### src/rtl/imem_responder.sv
// Instruction-memory responder: takes one fetch request at a time, reads the
// aligned doubleword from a synchronous SRAM and returns it (or an access fault).
module imem_responder #(
   parameter logic [31:0] BASE      = 32'h8000_0000,
   parameter int          SIZE_LOG2 = 16,
   parameter int          LATENCY   = 1
) (
   input  logic                 clk,
   input  logic                 rst,
   input  logic                 req_valid,
   output logic                 req_ready,
   input  logic [31:0]          req_addr,
   input  logic                 req_cancel,
   output logic                 resp_valid,
   input  logic                 resp_ready,
   output logic [63:0]          resp_rdata,
   output logic                 resp_err,
   output logic                 sram_en,
   output logic [SIZE_LOG2-4:0] sram_addr,
   input  logic [63:0]          sram_rdata
);

   localparam int CW = $clog2(LATENCY + 1);

   typedef enum logic [1:0] {IDLE, WAIT, RESP} state_t;

   state_t                state;
   logic [CW-1:0]         lat_cnt;
   logic                  discard;
   logic [SIZE_LOG2-4:0]  addr_q;
   logic [32:0]           offset;
   logic                  in_range;
   logic                  aligned;
   logic                  accept;
   logic                  accept_good;
   logic                  unused_offset;

   // A borrow into bit 32 means the address lies below BASE, so one zero test
   // over the upper bits covers both ends of the window without wrap-around.
   assign offset        = {1'b0, req_addr} - {1'b0, BASE};
   assign in_range      = (offset[32:SIZE_LOG2] == '0);
   assign aligned       = (req_addr[1:0] == 2'b00);
   assign unused_offset = ^offset[2:0];

   assign req_ready   = (state == IDLE);
   assign accept      = req_valid && req_ready;
   assign accept_good = accept && in_range && aligned;

   // The SRAM sees the index in the accept cycle itself; afterwards it holds.
   assign sram_en   = accept_good;
   assign sram_addr = accept_good ? offset[SIZE_LOG2-1:3] : addr_q;

   always_ff @(posedge clk) begin
      if (rst) begin
         state      <= IDLE;
         resp_valid <= 1'b0;
         resp_err   <= 1'b0;
         resp_rdata <= '0;
         discard    <= 1'b0;
         lat_cnt    <= '0;
         addr_q     <= '0;
      end else begin
         if (accept_good) begin
            addr_q <= offset[SIZE_LOG2-1:3];
         end
         case (state)
            IDLE: begin
               if (accept) begin
                  if (in_range && aligned) begin
                     state   <= WAIT;
                     lat_cnt <= CW'(LATENCY);
                     discard <= 1'b0;
                  end else begin
                     state      <= RESP;
                     resp_valid <= 1'b1;
                     resp_err   <= 1'b1;
                     resp_rdata <= '0;
                  end
               end
            end
            WAIT: begin
               lat_cnt <= lat_cnt - CW'(1);
               // Count of one marks the cycle the SRAM data is valid; a flushed
               // fetch lets the read finish but never raises resp_valid.
               if (lat_cnt == CW'(1)) begin
                  discard <= 1'b0;
                  if (discard || req_cancel) begin
                     state <= IDLE;
                  end else begin
                     state      <= RESP;
                     resp_valid <= 1'b1;
                     resp_err   <= 1'b0;
                     resp_rdata <= sram_rdata;
                  end
               end else if (req_cancel) begin
                  discard <= 1'b1;
               end
            end
            RESP: begin
               if (resp_ready || req_cancel) begin
                  state      <= IDLE;
                  resp_valid <= 1'b0;
               end
            end
            default: begin
               state <= IDLE;
            end
         endcase
      end
   end

endmodule

### config.mk
export PLATFORM = sky130hd
export DESIGN_NAME = imem_responder
export DESIGN_NICKNAME = d
export VERILOG_FILES = /design/src/rtl/imem_responder.sv
export SDC_FILE = /design/constraint.sdc
export NUM_CORES = 1
export LEC_CHECK = 0
export ABC_AREA = 1
export CAP_MARGIN = 30
export CORE_ASPECT_RATIO = 1.4
export CORE_MARGIN = 1
export CORE_UTILIZATION = 40
export CTS_CLUSTER_SIZE = 10
export DETAILED_ROUTE_END_ITERATION = 7
export DONT_BUFFER_PORTS = 1
export SLEW_MARGIN = 25
export SYNTH_ARGS = -nofsm -noshare
export SYNTH_HDL_FRONTEND = slang
export SYNTH_SLANG_ARGS = --single-unit
### constraint.sdc
create_clock -name clk -period 2.6 [get_ports clk]
set_input_delay 0.39 -clock clk [delete_from_list [all_inputs] [get_ports clk]]
set_output_delay 0.39 -clock clk [all_outputs]
set_load 0.005 [all_outputs]
==> results of run 1 <==
-- final cells by class --
class	instances	area [sq um]
Clock buffer	10	239
Clock inverter	6	55.1
Fill cell	986	4970
Inverter	16	60.1
Multi-Input combinational cell	420	1810
Sequential cell	83	1660
Tap cell	107	134
Timing Repair Buffer	8	97.6
-- path summary, 6_finish.rpt --
path | start | endpoint | slack, ns | cells past startpoint
worst max-delay path | state[1]$_SDFFE_PP0P_ | sram_addr[4] | 0.33 | 7
worst min-delay path | rst | addr_q[1]$_SDFF_PP0_ | 0.13 | 1
worst max register to register | state[1]$_SDFFE_PP0P_ | resp_rdata[22]$_SDFFE_PP0P_ | 0.59 | 8
worst min register to register | addr_q[10]$_SDFF_PP0_ | addr_q[10]$_SDFF_PP0_ | 0.47 | 2
-- logic make-up after synthesis --
family	Yosys count	share of synthesized area [%]
compound gates	86	11.9
buf+inv	60	7.03
flops	83	44.7
simple gates	334	36.4
-- synth_stat cells --
cell,instances,area (sq um)
nand2_1,182,683
dfxtp_1,83,1660
a21oi_1,81,405
nor2_1,78,293
nand3_1,65,325
buf_2,20,100
clkbuf_1,18,67.6
inv_1,15,56.3
buf_1,3,11.3
buf_4,3,22.5
nand4_1,2,12.5
nor2_2,2,12.5
nor3_1,2,10.0
o21ai_0,2,10.0
or2_1,2,12.5
a21boi_2,1,11.3
inv_2,1,3.75
nand2_2,1,6.26
o21a_1,1,7.51
o31ai_1,1,7.51
-- sequential cells by signal, summed over array words and instances (netlist names) --
name and flops:
resp_rdata 64, addr_q 13, state 2, discard 1, lat_cnt 1, resp_err 1, resp_valid 1
-- stage by stage --
| stage | power (uW) | instances |
|---|---|---|
| 3_5_place_dp | 1880 | 634 |
| 3_3_place_gp | 1870 | 634 |
| 4_1_cts | 3140 | 650 |
| 6_report | 3090 | 650 |
| 2_1_floorplan | 1800 | 563 |
| 5_1_grt | 3270 | 650 |
-- metal layers --
metal  GRT usage (%)  vias up  wire, um
met2            31.1      104      4360
met1            19.9     1518      3730
met4            9.83        0       218
met5               0        -         0
met3            4.95       14       592
li1                -     1757         -
-- critical path, stage by stage (launching register included) --
cell     delay [ns]
dfxtp_1        0.38
nor2_2         0.20
nand2_1        0.14
inv_1          0.08
nand4_1        0.12
inv_1          0.37
nand2_1        0.13
nand2_1        0.12
-- power by group through the flow --
stage / registers, uW / logic [uW] / clock network [uW]
after floorplan: 1460 / 337 / 0
after global placement: 1490 / 375 / 0
after detailed placement: 1490 / 387 / 0
after CTS: 1470 / 387 / 1290
after global routing: 1480 / 453 / 1340
final: 1460 / 382 / 1250
==> qor.txt, run 1 <==
Run status -> finished, final reports clean
Library cells used by synthesis -> 20
Worst Path Required -> 2.21 ns
Max Cap Viol -> 0
Starting Density -> 41.2%
Longest Clk Path Bufs -> 2
RSZ-0062 raised after global routing -> false
Final ANT Viol Nets -> 0
Number of synthesis warnings -> 0
Die Y -> 116 um
Crit Path Max Fanout -> 14
# DRC -> 0
Setup ws final -> 0.334 ns
VDD IR-drop max -> 0.000344 V
Final slew viol count -> 0
Register bit total from synthesis -> 83
Mapped cell area -> 3720 sq um
Switching pwr -> 797 uW
Core Box Area -> 9030 sq um
Final GP Congestion -> 0.827
Syn Area/Cell -> 6.61 sq um
Syn_nets -> 664
Sequential area share after synthesis -> 44.7%
Slew @ Worst Pin -> 0.647 ns
Fin Setup TNS -> 0 ns
Final hold vios -> 0
Hold Slack -> 0.128 ns
Layout cell share with drive strength beyond 1 -> 5.52%
Syn-to-layout area delta -> 9.05%
DRT Pass-1 Iters -> 4
Leakage power -> 0.00176 uW
First-pass GRT wire length -> 14000 um
Pre-CTS WS -> 0.621 ns
Wirelength, routed -> 8900 um
Placed Area -> 3760 sq um
CP Launch Type -> flip-flop
Wire per inst -> 13.7 um
Die area -> 9690 sq um
PortBufs -> 0
Antenna violations before repair -> 0
Clk root buf -> clkbuf_16
Post-layout min period -> 2.27 ns
Total number of vias -> 3393
Post-cts hold buffer count -> 0
Power share of the clock group -> 40.3%
Vias in the first global route -> 2918
Final nets -> 639
Total I/O pin count -> 182
Critical path class -> reg -> out
Post-CTS Setup Repair Bufs -> 0
Largest net degree at the start of global routing -> 124
Flop pwr share -> 47.3%
Grt ovf -> 0
Design area -> 4060 sq um
PwrDens -> 763 nW/um^2
Mapped Cells -> 563
Clock latency on the worst-skew pair -> 0.33 ns
Most common cell after layout, fill and taps aside -> nand2_1
Num CTS Buffers -> 9
Setup violations, final -> 0
Clk sinks -> 83
DR iter-0 viols -> 125
Worst min path class -> in -> reg
Rel. slew slack -> 56.8%
Switching share of power -> 25.8%
Cell Rows -> 41
Post-DP HPWL -> 5910 um
Drt via density -> 5.22
Gate power share -> 12.4%
Antenna cells -> 0
Die span in x -> 83.5 um
Final period util -> 87.2%
H-tree depth -> 3
Worst setup EP type -> output port
Worst-path clk slew -> 0.06 ns
FMAX -> 0.441 GHz
Max Clock Skew -> 0.00699 ns
Cts repair resizes -> 0
GRT Util Overall -> 17.9%
Most used cells in the layout excluding fill and tap cells -> 182 x nand2_1, 83 x dfxtp_1, 81 x a21oi_1
Worst EP arrival -> 1.88 ns
TritonCTS clock tree -> done
Util after Layout -> 44.9%
Internal cell power -> 2300 uW
Note: power is estimated with default switching activity, not from simulation.
==> run 2, diff against run 1 <==
--- a/config.mk
+++ b/config.mk
@@ -6,6 +6,7 @@
 export NUM_CORES = 1
 export LEC_CHECK = 0
 export ABC_AREA = 1
+export ABC_CLOCK_PERIOD_IN_PS = 2500
 export CAP_MARGIN = 30
 export CORE_ASPECT_RATIO = 1.4
 export CORE_MARGIN = 1
==> constraint.sdc (replaced) <==
create_clock -name clk -period 2.5 [get_ports clk]
set_input_delay 0.375 -clock clk [delete_from_list [all_inputs] [get_ports clk]]
set_output_delay 0.375 -clock clk [all_outputs]
set_load 0.005 [all_outputs]
==> qor.txt, run 2 (same netlist as run 1, synthesis figures left out) <==
H-tree depth -> 3 (unchanged)
Antenna violations before repair -> 0 (unchanged)
Core Box Area -> 9030 sq um (unchanged)
VDD IR-drop max -> 0.000523 V (was 0.000344 V)
Clk sinks -> 83 (unchanged)
Die area -> 9690 sq um (unchanged)
FMAX -> 0.448 GHz
First-pass GRT wire length -> 13700 um (was 14000 um)
Slew @ Worst Pin -> 0.574 ns (was 0.647 ns)
Clk root buf -> clkbuf_16 (unchanged)
Cell Rows -> 41 (unchanged)
Crit Path Max Fanout -> 14 (unchanged)
Dpl cells -> 636 (was 634)
Total I/O pin count -> 182 (unchanged)
Drt via density -> 5.26 (was 5.22)
Final slew viol count -> 0 (unchanged)
DR iter-0 viols -> 140 (was 125)
Worst EP arrival -> 1.86 ns (was 1.88 ns)
Run status -> finished, final reports clean (unchanged)
Tot Pwr -> 3430 uW (was 3090 uW)
Util after Layout -> 45.9% (was 44.9%)
Crit path cell chain -> nor2_2 -> nand2_1 -> inv_1 -> nand4_1 -> inv_1 -> nand2_1 -> nand2_1 (unchanged)
Total number of vias -> 3432 (was 3393)
Fin Setup TNS -> 0 ns (unchanged)
Setup violations, final -> 0 (unchanged)
Max Cap Viol -> 0 (unchanged)
Die span in x -> 83.5 um (unchanged)
Wire per inst -> 13.6 um (was 13.7 um)
# DRC -> 0 (unchanged)
Pre-CTS WS -> 0.616 ns (was 0.621 ns)
Grt ovf -> 0 (unchanged)
Multi-input gate area -> 1810 sq um (unchanged)
CP peak stage delay -> 0.37 ns (was 0.38 ns)
Number of flip-flops in the largest register -> 64 (unchanged)
Biggest regs -> resp_rdata: 64 flops, addr_q: 13 flops, state: 2 flops (unchanged)
Post-route insts no fill -> 652 (was 650)
Antenna cells -> 0 (unchanged)
CP top delay family -> simple AND/OR/NAND/NOR gates (unchanged)
Sequential Area -> 1660 sq um (unchanged)
CP Launch Type -> flip-flop (unchanged)
PwrDens -> 827 nW/um^2 (was 763 nW/um^2)
Max Clock Skew -> 0.00689 ns (was 0.00699 ns)
Rel. slew slack -> 61.7% (was 56.8%)
Worst path slowest cell -> dfxtp_1 (unchanged)
Worst Path Required -> 2.12 ns (was 2.21 ns)
Wirelength, routed -> 8900 um (about the same)
Worst setup EP type -> output port (unchanged)
Leakage power -> 0.00180 uW (was 0.00176 uW)
GRT Util Overall -> 17.7% (was 17.9%)
Cell mode on critical path -> nand2_1 (unchanged)
Worst-path clk slew -> 0.06 ns (about the same)
Num CTS Buffers -> 9 (unchanged)
TritonCTS clock tree -> done (unchanged)
Setup ws final -> 0.270 ns (was 0.334 ns)
Clock latency on the worst-skew pair -> 0.33 ns (about the same)
Fillers -> 978 (was 986)
Final hold vios -> 0 (unchanged)
FF-to-FF setup slack -> 0.61 ns (was 0.59 ns)
Vias in the first global route -> 2891 (was 2918)
Cts repair resizes -> 0 (unchanged)
Starting Density -> 41.2% (unchanged)
PortBufs -> 0 (unchanged)
Worst min path class -> in -> reg (unchanged)
Longest Clk Path Bufs -> 2 (unchanged)
Post-CTS Setup Repair Bufs -> 0 (unchanged)
Buf/Inv on CP -> 2 (unchanged)
Largest net degree at the start of global routing -> 101 (was 124)
Critical path class -> reg -> out (unchanged)
Post-layout min period -> 2.23 ns
Final ANT Viol Nets -> 0 (unchanged)
Syn-to-layout area delta -> 11.4% (was 9.05%)
RSZ-0062 raised after global routing -> false (unchanged)
Post-cts hold buffer count -> 0 (unchanged)
Most common cell after layout, fill and taps aside -> nand2_1 (unchanged)
Final GP Congestion -> 0.830 (was 0.827)
DRT Pass-1 Iters -> 6 (was 4)
Post-DP HPWL -> 6000 um (was 5910 um)
Final period util -> 89.2%
Top reg by flops -> resp_rdata (unchanged)
Most used cells in the layout excluding fill and tap cells -> 182 x nand2_1, 83 x dfxtp_1, 81 x a21oi_1 (unchanged)
Die Y -> 116 um (unchanged)
Final nets -> 641 (was 639)
Layout cell share with drive strength beyond 1 -> 5.69% (was 5.52%)
-- run 2: routing by layer --
metal	track usage, %	wire length (um)	up-vias	part of all wire, %
met3	5.02	638	13	7.2
met1	19.3	3590	1545	40
met4	9.72	199	0	2.2
li1	-	-	1764	-
met5	0	0	-	0
met2	31.1	4470	110	50
-- run 2: cell type report --
class,count,share of cell area [%]
multi-input cells,420,43.6
flip-flops and latches,83,40.1
clock buffers,11,5.86
repair buffers,10,3.32
well taps,107,3.23
clock inverters,5,2.41
inverters,16,1.45
-- run 2: final timing paths --
| path | start | endpoint | depth (start not counted) |
|---|---|---|---|
| worst max-delay path | state[0]$_SDFFE_PP0P_ | sram_addr[3] | 7 |
| worst min-delay path | rst | state[1]$_SDFFE_PP0P_ | 1 |
| worst max register to register | state[0]$_SDFFE_PP0P_ | resp_rdata[5]$_SDFFE_PP0P_ | 9 |
| worst min register to register | addr_q[12]$_SDFF_PP0_ | addr_q[12]$_SDFF_PP0_ | 2 |
-- run 2: metrics by stage --
step | hold WS (ns) | area, sq um
2_1_floorplan | 0.445 | 3720
3_3_place_gp | 0.446 | 3800
3_5_place_dp | 0.449 | 3800
4_1_cts | 0.0891 | 4150
5_1_grt | 0.0968 | 4150
6_report | 0.106 | 4150
-- run 2: power by group --
| group | switching, uW | total, uW | internal, uW |
|---|---|---|---|
| logic | 236 | 412 | 176 |
| registers | 88.2 | 1520 | 1430 |
| clock network | 494 | 1490 | 999 |
| total | 819 | 3430 | 2610 |
==> run 3, diff against run 2 <==
--- a/config.mk
+++ b/config.mk
@@ -5,7 +5,6 @@
 export SDC_FILE = /design/constraint.sdc
 export NUM_CORES = 1
 export LEC_CHECK = 0
-export ABC_AREA = 1
 export ABC_CLOCK_PERIOD_IN_PS = 2500
 export CAP_MARGIN = 30
 export CORE_ASPECT_RATIO = 1.4
==> qor.txt, run 3 <==
Biggest regs -> resp_rdata: 64 flops, addr_q: 13 flops, state: 2 flops (unchanged)
Vias in the first global route -> 3363 (was 2891)
Top reg by flops -> resp_rdata (unchanged)
Most used cells in the layout excluding fill and tap cells -> 83 x a21oi_1, 83 x dfxtp_1, 61 x nor3_2 (was 182 x nand2_1, 83 x dfxtp_1, 81 x a21oi_1)
Worst Path Required -> 2.12 ns (about the same)
Die span in x -> 90.7 um (was 83.5 um)
Total number of vias -> 3473 (was 3432)
Post-synth top cells -> 83 x a21oi_1, 83 x dfxtp_1, 61 x nor3_2, 60 x a221oi_2, 24 x buf_2 (was 182 x nand2_1, 83 x dfxtp_1, 81 x a21oi_1, 78 x nor2_1, 65 x nand3_1)
Ys async rst share -> 0% (unchanged)
Core Box Area -> 10800 sq um (was 9030 sq um)
CP top delay family -> simple AND/OR/NAND/NOR gates (unchanged)
Setup ws final -> 0.0845 ns (was 0.270 ns)
Number of flip-flops in the largest register -> 64 (unchanged)
DR iter-0 viols -> 146 (was 140)
First-pass GRT wire length -> 16600 um (was 13700 um)
Crit path cell chain -> or3b_2 -> or3_4 -> o21ai_0 -> nand2_1 (was nor2_2 -> nand2_1 -> inv_1 -> nand4_1 -> inv_1 -> nand2_1 -> nand2_1)
Setup violations, final -> 0 (unchanged)
Register bit total from synthesis -> 83 (unchanged)
Starting Density -> 40.8% (was 41.2%)
Final nets -> 506 (was 641)
Num CTS Buffers -> 9 (unchanged)
Wire per inst -> 19.2 um (was 13.6 um)
FMAX -> 0.414 GHz (was 0.448 GHz)
Sequential area share after synthesis -> 37.7% (was 44.7%)
Synth area leaders -> dfxtp_1 38%, a221oi_2 20%, nor3_2 14% (was dfxtp_1 45%, nand2_1 18%, a21oi_1 11%)
Worst-path clk slew -> 0.07 ns (was 0.06 ns)
Critical path class -> reg -> out (unchanged)
H-tree depth -> 3 (unchanged)
Mapped cell area -> 4410 sq um (was 3720 sq um)
Synth Flop Type -> dfxtp_1 (unchanged)
Leakage power -> 0.00166 uW (was 0.00180 uW)
Wirelength, routed -> 10600 um (was 8900 um)
Number of flops mapped to enable cells by yosys -> 0 (unchanged)
Antenna violations before repair -> 0 (unchanged)
Final hold vios -> 0 (unchanged)
GRT Util Overall -> 17.9% (was 17.7%)
Final ANT Viol Nets -> 0 (unchanged)
Rel. slew slack -> 68.5% (was 61.7%)
Pre-CTS WS -> 0.356 ns (was 0.616 ns)
Final GP Congestion -> 0.782 (was 0.830)
Syn Area/Cell -> 10.2 sq um (was 6.61 sq um)
Clk sinks -> 83 (unchanged)
Clock latency on the worst-skew pair -> 0.34 ns (was 0.33 ns)
Die Y -> 126 um (was 116 um)
Fin Setup TNS -> 0 ns (unchanged)
Drt via density -> 6.30 (was 5.26)
Library cells used by synthesis -> 33 (was 20)
Worst setup EP type -> output port (unchanged)
Post-layout min period -> 2.42 ns (was 2.23 ns)
Worst EP arrival -> 2.04 ns (was 1.86 ns)
Longest Clk Path Bufs -> 2 (unchanged)
RSZ-0062 raised after global routing -> false (unchanged)
Yosys top cell by area -> dfxtp_1 (unchanged)
Layout cell share with drive strength beyond 1 -> 38.3% (was 5.69%)
VDD IR-drop max -> 0.000294 V (was 0.000523 V)
DRT Pass-1 Iters -> 4 (was 6)
Clk root buf -> clkbuf_16 (unchanged)
TritonCTS clock tree -> done (unchanged)
Post-cts hold buffer count -> 0 (unchanged)
Final slew viol count -> 0 (unchanged)
Worst path slowest cell -> or3b_2 (was dfxtp_1)
CP Launch Type -> flip-flop (unchanged)
Die area -> 11500 sq um (was 9690 sq um)
Top cell type's share of synthesized area -> 37.7% (was 44.7%)
Syn-to-layout area delta -> 8.74% (was 11.4%)
Max Clock Skew -> 0.0113 ns (was 0.00689 ns)
Syn_nets -> 534 (was 664)
Run status -> finished, final reports clean (unchanged)
Grt ovf -> 0 (unchanged)
Antenna cells -> 0 (unchanged)
Fillers -> 1072 (was 978)
PortBufs -> 0 (unchanged)
Worst min path class -> in -> reg (unchanged)
CP peak stage delay -> 0.52 ns (was 0.37 ns)
Crit Path Max Fanout -> 13 (was 14)
Slew @ Worst Pin -> 0.467 ns (was 0.574 ns)
Number of synthesis warnings -> 0 (unchanged)
Cell Rows -> 45 (was 41)
Total I/O pin count -> 182 (unchanged)
Max Cap Viol -> 0 (unchanged)
Largest net degree at the start of global routing -> 83 (was 101)
Final period util -> 96.6% (was 89.2%)
# DRC -> 0 (unchanged)
Dpl cells -> 535 (was 636)
Post-DP HPWL -> 6970 um (was 6000 um)
Mapped Cells -> 433 (was 563)
Buf/Inv on CP -> 0 (was 2)
Post-route insts no fill -> 551 (was 652)
PwrDens -> 600 nW/um^2 (was 827 nW/um^2)
-- run 3: area by class of cell --
type | instances | area (sq um) | area share, %
inverter | 2 | 7.51 | 0.157
clock inverter | 6 | 71.3 | 1.49
timing repair buffer | 12 | 153 | 3.18
sequential | 83 | 1660 | 34.7
multi-input combinational | 297 | 2490 | 51.9
tap | 141 | 176 | 3.68
clock buffer | 10 | 239 | 4.98
-- run 3: report_power, final --
| group | leakage, uW | internal, uW | switching (uW) |
|---|---|---|---|
| registers | 0.000669 | 1330 | 6.92 |
| clock network | 0.000146 | 812 | 553 |
| logic | 0.000847 | 81.9 | 96.3 |
| total | 0.00166 | 2220 | 656 |
-- run 3: metal layers --
layer / GRT usage, % / wire [um]
met4: 6.74 / 169
met2: 30.8 / 5370
met5: 0 / 0
met3: 5.74 / 882
met1: 20.5 / 4170
-- run 3: path summary, 6_finish.rpt --
| kind | start | end | cells after the start | slack [ns] |
|---|---|---|---|---|
| setup / recovery | state[1]$_SDFFE_PP0P_ | sram_addr[5] | 4 | 0.08 |
| hold / removal | rst | resp_rdata[58]$_SDFFE_PP0P_ | 1 | 0.13 |
| setup reg to reg | state[0]$_SDFFE_PP0P_ | resp_rdata[63]$_SDFFE_PP0P_ | 6 | 0.57 |
| hold reg to reg | addr_q[7]$_SDFF_PP0_ | addr_q[7]$_SDFF_PP0_ | 2 | 0.49 |
-- run 3: cell families (layout without fill, tap and decap cells) --
| kind of cell | count (synthesis) | count (layout) | share of synthesized area (%) |
|---|---|---|---|
| AOI/OAI and AO/OA | 170 | 170 | 33.6 |
| and+or+nand+nor | 127 | 127 | 22.3 |
| DFF | 83 | 83 | 37.7 |
| buffers and inverters | 53 | 30 | 6.41 |
-- run 3: through the flow --
step / instance area, sq um / total power, uW / hold WS (ns) / utilization (%)
floorplan: 4410 / 1540 / 0.469 / -
global placement: 4480 / 1540 / 0.455 / 41.5
CTS: 4790 / 2920 / 0.101 / 44.4
finish: 4790 / 2880 / 0.131 / 44.4
detailed placement: 4480 / 1540 / 0.459 / 41.5
global route: 4790 / 2990 / 0.0989 / 44.4
-- run 3: worst reg2reg max path, cell delays in order (launching register included) --
cell and delay [ns]:
dfxtp_1 0.34, buf_4 0.19, nor2b_1 0.31, and3_4 0.34, buf_4 0.36, a221oi_2 0.14, nor3_2 0.18
-- run 3: timing repair --
| action | CTS | global route |
|---|---|---|
| resized for setup | 0 | 2 |
| endpoints found under the setup margin | 0 | 2 |
| setup buffers | 0 | 0 |
